--- src/rtl/fir_decim_pkg.sv ---
// fir_decim_pkg: shared widths, ratio limit and saturation bounds for the
// decimating FIR output stage, plus the ratio clamp used when a frame length
// is latched.
package fir_decim_pkg;

   localparam int IN_W_DEF  = 32;               // FIR output width
   localparam int OUT_W_DEF = 16;               // signal bus width
   localparam int ACC_W     = IN_W_DEF + 6;     // 64 full-scale samples fit
   localparam int MAX_RATIO = 64;
   localparam int SAT_MAX   = (1 << (OUT_W_DEF - 1)) - 1;
   localparam int SAT_MIN   = -(1 << (OUT_W_DEF - 1));

   // Map the 7-bit ratio input onto the legal frame length 1..MAX_RATIO.
   function automatic logic [6:0] clamp_ratio(input logic [6:0] r);
      logic [6:0] res;
      res = r;
      if (r == 7'd0)
         res = 7'd1;
      else if (r > 7'(MAX_RATIO))
         res = 7'(MAX_RATIO);
      return res;
   endfunction

endpackage

--- src/rtl/fir_decim_fifo.sv ---
// fir_decim_fifo: synchronous D-deep FIFO with a registered head word.
// Latency: a word written into an empty FIFO is on rd_data_o after that edge.
// Backpressure: push when full is ignored unless a pop happens the same cycle.
// Ports: wr_en_i/wr_data_i push side, rd_en_i pop request, rd_data_o head,
//        empty_o/full_o status flags.
module fir_decim_fifo #(
   parameter int W = 16,
   parameter int D = 4
) (
   input  logic         clk,
   input  logic         rst,
   input  logic         wr_en_i,
   input  logic [W-1:0] wr_data_i,
   input  logic         rd_en_i,
   output logic [W-1:0] rd_data_o,
   output logic         empty_o,
   output logic         full_o
);

   localparam int PW = $clog2(D);

   logic [W-1:0]  mem_q [D];
   logic [PW-1:0] wr_ptr_q, rd_ptr_q, rd_nxt;
   logic [PW:0]   cnt_q;
   logic [W-1:0]  dout_q;
   logic          push, pop;

   assign empty_o   = (cnt_q == '0);
   assign full_o    = (cnt_q == (PW+1)'(D));
   assign pop       = rd_en_i && !empty_o;
   assign push      = wr_en_i && (!full_o || pop);
   assign rd_nxt    = rd_ptr_q + 1'b1;
   assign rd_data_o = dout_q;

   always_ff @(posedge clk) begin
      if (push)
         mem_q[wr_ptr_q] <= wr_data_i;
   end

   always_ff @(posedge clk or negedge rst) begin
      if (!rst) begin
         wr_ptr_q <= '0;
         rd_ptr_q <= '0;
         cnt_q    <= '0;
         dout_q   <= '0;
      end else begin
         if (push)
            wr_ptr_q <= wr_ptr_q + 1'b1;
         if (pop)
            rd_ptr_q <= rd_nxt;
         case ({push, pop})
            2'b10:   cnt_q <= cnt_q + 1'b1;
            2'b01:   cnt_q <= cnt_q - 1'b1;
            default: cnt_q <= cnt_q;
         endcase
         // The head register tracks the oldest entry: a write into an empty
         // FIFO (or into one that is emptying this cycle) bypasses the array.
         if (empty_o && push)
            dout_q <= wr_data_i;
         else if (pop) begin
            if (cnt_q == (PW+1)'(1)) begin
               if (push)
                  dout_q <= wr_data_i;
            end else
               dout_q <= mem_q[rd_nxt];
         end
      end
   end

endmodule

--- src/rtl/fir_decim_out.sv ---
// fir_decim_out: accumulate-and-dump decimator, round-half-up shift,
// saturation to OUT_W, then a small output FIFO.
// Latency: last sample of a frame at edge k -> out_valid after edge k+2.
// Backpressure: none to the FIR; results hitting a full FIFO are counted.
// Ports: in_data/in_valid from the FIR, ratio/shift control, out_data/
//        out_valid/out_ready consumer side, sat_flag and drop_cnt status.
module fir_decim_out
   import fir_decim_pkg::*;
#(
   parameter int IN_W   = IN_W_DEF,
   parameter int OUT_W  = OUT_W_DEF,
   parameter int FIFO_D = 4
) (
   input  logic                    clk,
   input  logic                    rst,
   input  logic signed [IN_W-1:0]  in_data,
   input  logic                    in_valid,
   input  logic        [6:0]       ratio,
   input  logic        [4:0]       shift,
   output logic signed [OUT_W-1:0] out_data,
   output logic                    out_valid,
   input  logic                    out_ready,
   output logic                    sat_flag,
   output logic        [7:0]       drop_cnt
);

   localparam int AW = IN_W + (ACC_W - IN_W_DEF);
   // Output bounds sign-extended to the rounding width.
   localparam logic signed [AW:0] LIM_MAX = {{(AW+2-OUT_W){1'b0}}, {(OUT_W-1){1'b1}}};
   localparam logic signed [AW:0] LIM_MIN = {{(AW+2-OUT_W){1'b1}}, {(OUT_W-1){1'b0}}};

   logic signed [AW-1:0]   acc_q, acc_d, sum_q, sum_d, in_ext;
   logic        [6:0]      cnt_q, cnt_d, r_q, r_d, eff_r;
   logic                   arm_q, dump, sum_vld_q;
   logic signed [AW:0]     sum_x, bias, rnd;
   logic signed [OUT_W-1:0] res_q, res_d;
   logic                   res_vld_q, is_sat, sat_q;
   logic        [7:0]      drop_q;
   logic                   fifo_empty, fifo_full, drop;

   assign in_ext = {{(AW-IN_W){in_data[IN_W-1]}}, in_data};
   // Right after reset release the frame length is taken straight from ratio.
   assign eff_r  = arm_q ? clamp_ratio(ratio) : r_q;
   assign dump   = in_valid && (cnt_q == eff_r - 7'd1);
   assign sum_d  = acc_q + in_ext;

   always_comb begin
      acc_d = acc_q;
      cnt_d = cnt_q;
      r_d   = eff_r;
      if (in_valid) begin
         if (dump) begin
            acc_d = '0;
            cnt_d = '0;
            r_d   = clamp_ratio(ratio);
         end else begin
            acc_d = sum_d;
            cnt_d = cnt_q + 7'd1;
         end
      end
   end

   // bias = 2^(shift-1), and 0 when shift is 0.
   always_comb begin
      sum_x  = {sum_q[AW-1], sum_q};
      bias   = ({{AW{1'b0}}, 1'b1} << shift) >> 1;
      rnd    = (sum_x + bias) >>> shift;
      is_sat = 1'b0;
      res_d  = rnd[OUT_W-1:0];
      if (rnd > LIM_MAX) begin
         res_d  = LIM_MAX[OUT_W-1:0];
         is_sat = 1'b1;
      end else if (rnd < LIM_MIN) begin
         res_d  = LIM_MIN[OUT_W-1:0];
         is_sat = 1'b1;
      end
   end

   assign drop = res_vld_q && fifo_full && !(out_valid && out_ready);

   always_ff @(posedge clk or negedge rst) begin
      if (!rst) begin
         arm_q     <= 1'b1;
         acc_q     <= '0;
         cnt_q     <= '0;
         r_q       <= 7'd1;
         sum_q     <= '0;
         sum_vld_q <= 1'b0;
         res_q     <= '0;
         res_vld_q <= 1'b0;
         sat_q     <= 1'b0;
         drop_q    <= '0;
      end else begin
         arm_q     <= 1'b0;
         acc_q     <= acc_d;
         cnt_q     <= cnt_d;
         r_q       <= r_d;
         sum_vld_q <= dump;
         if (dump)
            sum_q <= sum_d;
         res_vld_q <= sum_vld_q;
         if (sum_vld_q)
            res_q <= res_d;
         if (sum_vld_q && is_sat)
            sat_q <= 1'b1;
         if (drop && drop_q != 8'hFF)
            drop_q <= drop_q + 8'd1;
      end
   end

   fir_decim_fifo #(
      .W (OUT_W),
      .D (FIFO_D)
   ) u_fifo (
      .clk       (clk),
      .rst       (rst),
      .wr_en_i   (res_vld_q),
      .wr_data_i (res_q),
      .rd_en_i   (out_ready),
      .rd_data_o (out_data),
      .empty_o   (fifo_empty),
      .full_o    (fifo_full)
   );

   assign out_valid = !fifo_empty;
   assign sat_flag  = sat_q;
   assign drop_cnt  = drop_q;

endmodule

--- config.mk ---
export PLATFORM = sky130hd
export DESIGN_NAME = fir_decim_out
export DESIGN_NICKNAME = d
export VERILOG_FILES = /design/src/rtl/fir_decim_pkg.sv /design/src/rtl/fir_decim_fifo.sv /design/src/rtl/fir_decim_out.sv
export SDC_FILE = /design/constraint.sdc
export NUM_CORES = 1
export LEC_CHECK = 0
export CORE_ASPECT_RATIO = 1.4
export CORE_MARGIN = 2
export CORE_UTILIZATION = 35
export DETAILED_ROUTE_END_ITERATION = 7
export PLACE_DENSITY_LB_ADDON = 0.1
export SLEW_MARGIN = 20
export SYNTH_ARGS = -nofsm -noshare
export SYNTH_HDL_FRONTEND = slang
export SYNTH_SLANG_ARGS = --single-unit
--- constraint.sdc ---
create_clock -name clk -period 7 [get_ports clk]
set_input_delay 1.4 -clock clk [delete_from_list [all_inputs] [get_ports clk]]
set_output_delay 1.4 -clock clk [all_outputs]
set_load 0.02 [all_outputs]
==> results of run 1 <==
==> critical path, stage by stage <==
cell             delay [ns]
clkdlybuf4s50_1        0.59
buf_4                  0.17
inv_1                  0.05
nor2_1                 0.28
nand2_1                0.20
nor2_1                 0.20
ha_1                   0.29
a21o_1                 0.21
a211oi_1               0.22
o2bb2ai_1              0.22
o21ai_2                0.18
a21oi_1                0.26
mux2_2                 0.38
nor3_1                 0.28
a21oi_1                0.17
mux4_2                 0.54
nor4_1                 0.35
a41oi_1                0.25
buf_4                  0.20
or4_1                  0.40
a311o_1                0.37
==> flip-flops by register name, summed over array words and instances (netlist names), 2 cells and up <==
name and flops:
sum_q 38, u_fifo.rd_ptr_q 2, u_fifo.cnt_q 3, r_q 7, acc_q 38, drop_cnt 8, u_fifo.rd_data_o 16, cnt_q 7
u_fifo.mem_q 64, u_fifo.wr_ptr_q 2, res_q 16
==> metrics by stage <==
step	TNS [ns]	std cells	util	area, um2	worst slack [ns]
floorplan	0	1678	-	15500	0.0347
global placement	-8.45	2505	0.428	18800	-0.584
detailed placement	-9.49	2505	0.428	18800	-0.667
CTS	0	2550	0.448	19600	0.142
global route	0	2551	0.449	19700	0.0148
finish	0	2551	0.449	19700	0.205
==> placed cells by master (no fill, tap or decap), types with 6 or more instances in the layout <==
master and n:
a211o_1 6, a211oi_1 29, a21o_1 17, a21oi_1 106
a22o_1 22, a311oi_1 7, a311oi_2 11, a31oi_1 15
a41oi_1 7, and2_1 12, and3_1 18, buf_4 293
clkbuf_16 24, clkdlybuf4s50_1 71, dfrtp_1 139, edfxtp_1 64
ha_1 80, inv_1 44, mux2_2 41, mux2i_1 62
mux4_2 27, nand2_1 162, nand2b_1 14, nand3_1 47
nand4_1 34, nor2_1 162, nor2b_1 17, nor3_1 33
nor4_1 10, o211ai_1 20, o21a_1 17, o21ai_0 96
o221ai_1 8, o22ai_1 9, o2bb2ai_1 19, o31ai_1 12
or3_1 13, xnor2_1 55, xor2_1 30
==> power by group through the flow <==
stage / logic [mW] / registers [mW] / clock network, mW
final: 3.53 / 1.94 / 1.34
after global routing: 3.92 / 2.00 / 1.42
after CTS: 3.55 / 1.95 / 1.38
after detailed placement: 3.52 / 1.97 / 0
after global placement: 3.49 / 1.96 / 0
after floorplan: 2.29 / 1.89 / 0
==> worst paths after layout <==
check / endpoint / depth (start not counted)
max: sat_flag / 21
min: u_fifo.rd_data_o[11] / 2
max reg2reg: sat_flag / 16
min reg2reg: u_fifo.rd_data_o[11] / 2
max in group asynchronous: sum_q[31] / 2
min in group asynchronous: u_fifo.rd_ptr_q[0] / 1
==> cells by family (layout without fill, tap and decap cells) <==
family / count (synthesis) / after routing / synth area share
other: 1 / 1 / 0.000243
xor gates and xnor gates: 85 / 85 / 0.0482
muxes: 131 / 131 / 0.110
DFF: 205 / 205 / 0.353
adders and majority gates: 82 / 82 / 0.0673
buffers and inverters: 145 / 460 / 0.0361
and+or+nand+nor: 553 / 553 / 0.169
AOI/OAI and AO/OA: 476 / 476 / 0.216
==> Yosys cell counts (5+ instances only) <==
master / number
o221ai_1: 8
o21ai_0: 97
buf_1: 16
mux2i_1: 63
o311ai_0: 5
a211o_1: 6
a21o_1: 17
nand4_1: 34
ha_1: 80
edfxtp_1: 64
o22ai_1: 9
o2111ai_1: 5
o211ai_1: 20
a21oi_1: 106
and3_1: 18
mux2_2: 41
o2bb2ai_1: 19
o211a_1: 5
a211oi_1: 29
nor4_1: 10
nor2b_1: 17
a22o_1: 22
nor3_1: 33
a311oi_2: 11
inv_1: 44
nor2_1: 163
mux4_2: 27
a31oi_1: 16
and2_1: 12
o21a_1: 17
o31ai_1: 13
xor2_1: 30
nand3_1: 47
a311oi_1: 7
and4_1: 5
dfrtp_1: 139
xnor2_1: 55
nand2_1: 162
clkbuf_1: 78
or3_1: 13
a41oi_1: 7
nand2b_1: 14
==> layer usage <==
| layer | part of all wire | vias to the layer above | global-route usage |
|---|---|---|---|
| met5 | 0.00023 | - | 0 |
| met4 | 0.047 | 2 | 0.0959 |
| met3 | 0.030 | 98 | 0.0200 |
| met2 | 0.52 | 257 | 0.410 |
| met1 | 0.40 | 6762 | 0.237 |
| li1 | - | 6919 | - |
==> final cells by class <==
cell class,count,share of cell area
clock buffer,29,0.0320
clock inverter,15,0.0111
inverter,47,0.00897
multi-input combinational,1328,0.484
sequential,205,0.277
tap,558,0.0355
timing repair buffer,369,0.151
==> repair_timing <==
item                       in CTS  in global routing
pin swaps                       1                  0
setup buffers                   1                  0
gates resized for setup         0                  4
setup endpoints to repair      14                  1
cloned                          0                  0
==> results.json, run 1 <==
{
  "swShare": 0.400,
  "crit_type": "in -> reg",
  "leakagePower_nw": 8.42,
  "critical_path.max_fanout": 4,
  "hold_start": "u_fifo.rd_data_o[11]",
  "startpoint": "shift[3]",
  "worstPathRequired_ns": 7.43,
  "syn_inst": 1678,
  "reg2reg_slack_ns": 1.73,
  "cts_tree": "built",
  "die-area_um2": 45900,
  "grt_pass1_vias": 14348,
  "endpoint_kind": "flop",
  "cts-root-buf": "clkbuf_16",
  "grt_usage": 0.214,
  "ctsHoldBuffers": 0,
  "vias": 14038,
  "combPwrFrac": 0.519,
  "synth_fp_nets": 1808,
  "min_period_ns": 6.79,
  "place.gp.congestion": 0.916,
  "routedWlPerCell_um": 19.1,
  "antenna_found_initial": 1,
  "synth_edf_count": 64,
  "portBuffers": 73,
  "drt-pass1-iter-count": 7,
  "finalCritPeriodShare": 0.971,
  "outcome": "completed",
  "row_count": 91,
  "synth_cell_type_count": 89,
  "hold_ws_ns": 0.479,
  "nets": 2105,
  "syn_avg_cell_area_um2": 9.21,
  "crit_path_start_kind": "primary input",
  "synth_area_leaders": "dfrtp_1, edfxtp_1, ha_1",
  "worstPathArrival_ns": 7.22,
  "ioPinCount": 74,
  "die_h_um": 253,
  "area_growth_pct": 27.2,
  "hp-class": "reg -> reg",
  "via_per_inst": 5.50,
  "clkTransAtPathRegs_ns": 0.06,
  "fin_skew_ns": 0.0115,
  "slew_headroom": 0.376,
  "wl_mm": 48.8,
  "synth_warnings": 0,
  "coreArea_um2": 43800,
  "drc": 0,
  "clk_latency_ns": 0.55,
  "drt_iter0_markers": 664,
  "start_util": 0.353,
  "yosysTopAreaCell": "dfrtp_1",
  "async_flop_share": 0.688,
  "hpwl_mm": 38.7,
  "r2r_start": "sum_q[0]",
  "die_x_um": 182,
  "drv_slew": 0,
  "fmaxAchievable_ghz": 0.147,
  "internal_power_mw": 4.08,
  "multi_input_area_um2": 9510,
  "antenna_left": 0,
  "rsz0062_at_grt": "no",
  "syn_area_um2": 15500,
  "grt_max_degree": 82,
  "p_clk_frac": 0.196,
  "grt-ovfl-total": 0,
  "grt_pass1_wl_mm": 77.8,
  "diodes": 0,
  "hold_viol_final": 0,
  "htreeDepth": 1,
  "cts_buffers": 24,
  "p_seq_frac": 0.285,
  "clockBufferDepth": 3,
  "setup_viol": 0,
  "drive_gt1_frac": 0.222,
  "ys_seq_area_frac": 0.353,
  "fillers": 4258,
  "ir_drop_uv": 182,
  "synth_seq_cells": 205,
  "synth_top_area_frac": 0.225,
  "power_mw": 6.81,
  "synth_flop_cell": "dfrtp_1",
  "cts_sinks": 205,
  "worstMarginPinSlew_ns": 0.936,
  "power_switching_mw": 2.72,
  "seq_area_um2": 5450,
  "max_cap_viol_count": 0,
  "pwr_density_cell_nw_per_um2": 346
}
(Power assumes the default switching activity.)
==> run 2, diff against run 1 <==
- SKIP_LAST_GASP: default -> 1
==> results of run 2 <==
Same layout as run 1: the final DEF is identical, and so are final timing and power.
==> variant, RTL diff (config.mk and constraints of run 2) <==
Set the package constant `OUT_W_DEF` to 17 (it was 16).
--- a/src/rtl/fir_decim_pkg.sv
+++ b/src/rtl/fir_decim_pkg.sv
@@ -4,7 +4,7 @@
 package fir_decim_pkg;
 
    localparam int IN_W_DEF  = 32;               // FIR output width
-   localparam int OUT_W_DEF = 16;               // signal bus width
+   localparam int OUT_W_DEF = 17;               // signal bus width
    localparam int ACC_W     = IN_W_DEF + 6;     // 64 full-scale samples fit
    localparam int MAX_RATIO = 64;
    localparam int SAT_MAX   = (1 << (OUT_W_DEF - 1)) - 1;
Ports: changed (resized out_data); port bits go from 74 to 75. The function was not compared with the original's and may differ.
==> variant against run 2 <==
- design area fell by 3.1%
- total power fell by 9.2%
- via count fell by 2.9%
- combinational power fell by 15%
- sequential power barely moved
- area after synthesis rose by 1.5%
- maximum frequency rose by 4.3%
- routed wire length fell by 3.5%
- non-clock buffer count fell by 101
- sequential share of layout area rose by 1.8 points
- setup slack improved by 0.28 ns
- sequential cell count rose by 6
- critical path type unchanged
==> variant: results (changes against run 2) <==
metric,value,unit,change
ys_async_sr_fraction,67.8,%,-1.0 points
port_buffers,74,,+1.4%
global_route_wire_length_before_repair,75000,um,-3.5%
max-vdd-ir-drop,0.000163,V,-10%
worst_setup_path_startpoint,shift[1],,
skew,0.0256,ns,+0.0142 ns
post_synth_num_cell_types,100,,+12%
whs,0.475,ns,-0.00364 ns
synth_enable_flop_cells,68,,+6.3%
critPathArrivalTime,6.90,ns,-0.32 ns
pin_count_of_the_biggest_net_entering_global_routing,81,,-1.2%
timing.critical_path.slowest_cell_delay,0.52,ns,-0.07 ns
drt_pre_antenna_iters,6,,-1
antenna_found_initial,1,,unchanged
max_freq,154,MHz,+4.3%
post_drt_via_cell_ratio,5.54,,+0.61%
min-delay-start,u_fifo.rd_data_o[8]$_DFFE_PN0P_,,
globalRouteTotalUtil,20.2,%,-1.1 points
layout.nets,2018,,-4.1%
largest_regs,"u_fifo.mem_q (68), acc_q (38), sum_q (38)",,
critical_path_peak_fanout,8,,+4
synth_nets,1817,,+0.50%
finalWirelength,47100,um,-3.5%
seq_area_frac_synth,35.8,%,+0.55 points
r2r_start,sum_q[13]$_DFFE_PN0P_,,
worst_setup_path_endpoint,res_q[11]$_DFFE_PN0P_,,
post-cts-setup-buffers,0,,-1
min_to,u_fifo.rd_data_o[8]$_DFFE_PN0P_,,
placedCellCount,2421,,-3.4%
placedInstanceArea,0.0183,sq mm,-2.7%
synth_top_cells_by_count,"190 x sky130_fd_sc_hd__nand2_1, 153 x sky130_fd_sc_hd__nor2_1, 141 x sky130_fd_sc_hd__dfrtp_1",,
stdcell_count,2463,,-3.4%
largest_delay_contributor_family_on_the_critical_path,simple AND/OR/NAND/NOR gates,,
ys_top_cells_by_area,"sky130_fd_sc_hd__dfrtp_1 22%, sky130_fd_sc_hd__edfxtp_1 13%, sky130_fd_sc_hd__ha_1 6.4%",,
hpwl_after_detailed_placement,37000,um,-4.4%
synth_cells,1687,,+0.54%
initialDrtViolationCount,654,,-1.5%
post_route_cells_drive_above_1_share,18.2,%,-4.1 points
pre_cts_slack,-0.198,ns,+0.469 ns
status,"finished, final reports clean",,
[variant: final cells by class]
cell class / count / area [sq um]
clock buffers: 34 / 658
multi-input cells: 1334 / 9570
clock inverters: 8 / 97.6
inverters: 50 / 188
fillers: 4397 / 25100
repair buffers: 268 / 2210
well taps: 558 / 698
flip-flops and latches: 211 / 5620
[variant: where the power goes]
part	total, mW	leakage (nW)	internal (mW)	switching, mW
clock	1.24	0.362	0.725	0.511
sequential	1.94	2.32	1.64	0.295
combinational	3.00	5.25	1.39	1.62
[variant: kinds of logic after synthesis]
group,share of synthesized area [%]
AO/OA/AOI/OAI,22.4
flip-flops,35.8
buffers and inverters,3.56
multiplexers,10.1
AND/OR/NAND/NOR,16.6
adder cells (fa/ha/maj),6.63
other,0.0239
XOR/XNOR,4.80
[variant: layer usage]
metal | GRT usage, % | share of wire, % | wire (um)
met5 | 0 | 0.034 | 16
met4 | 9.01 | 4.4 | 2060
met3 | 1.80 | 2.6 | 1230
met1 | 23.2 | 41 | 19500
met2 | 38.0 | 52 | 24300
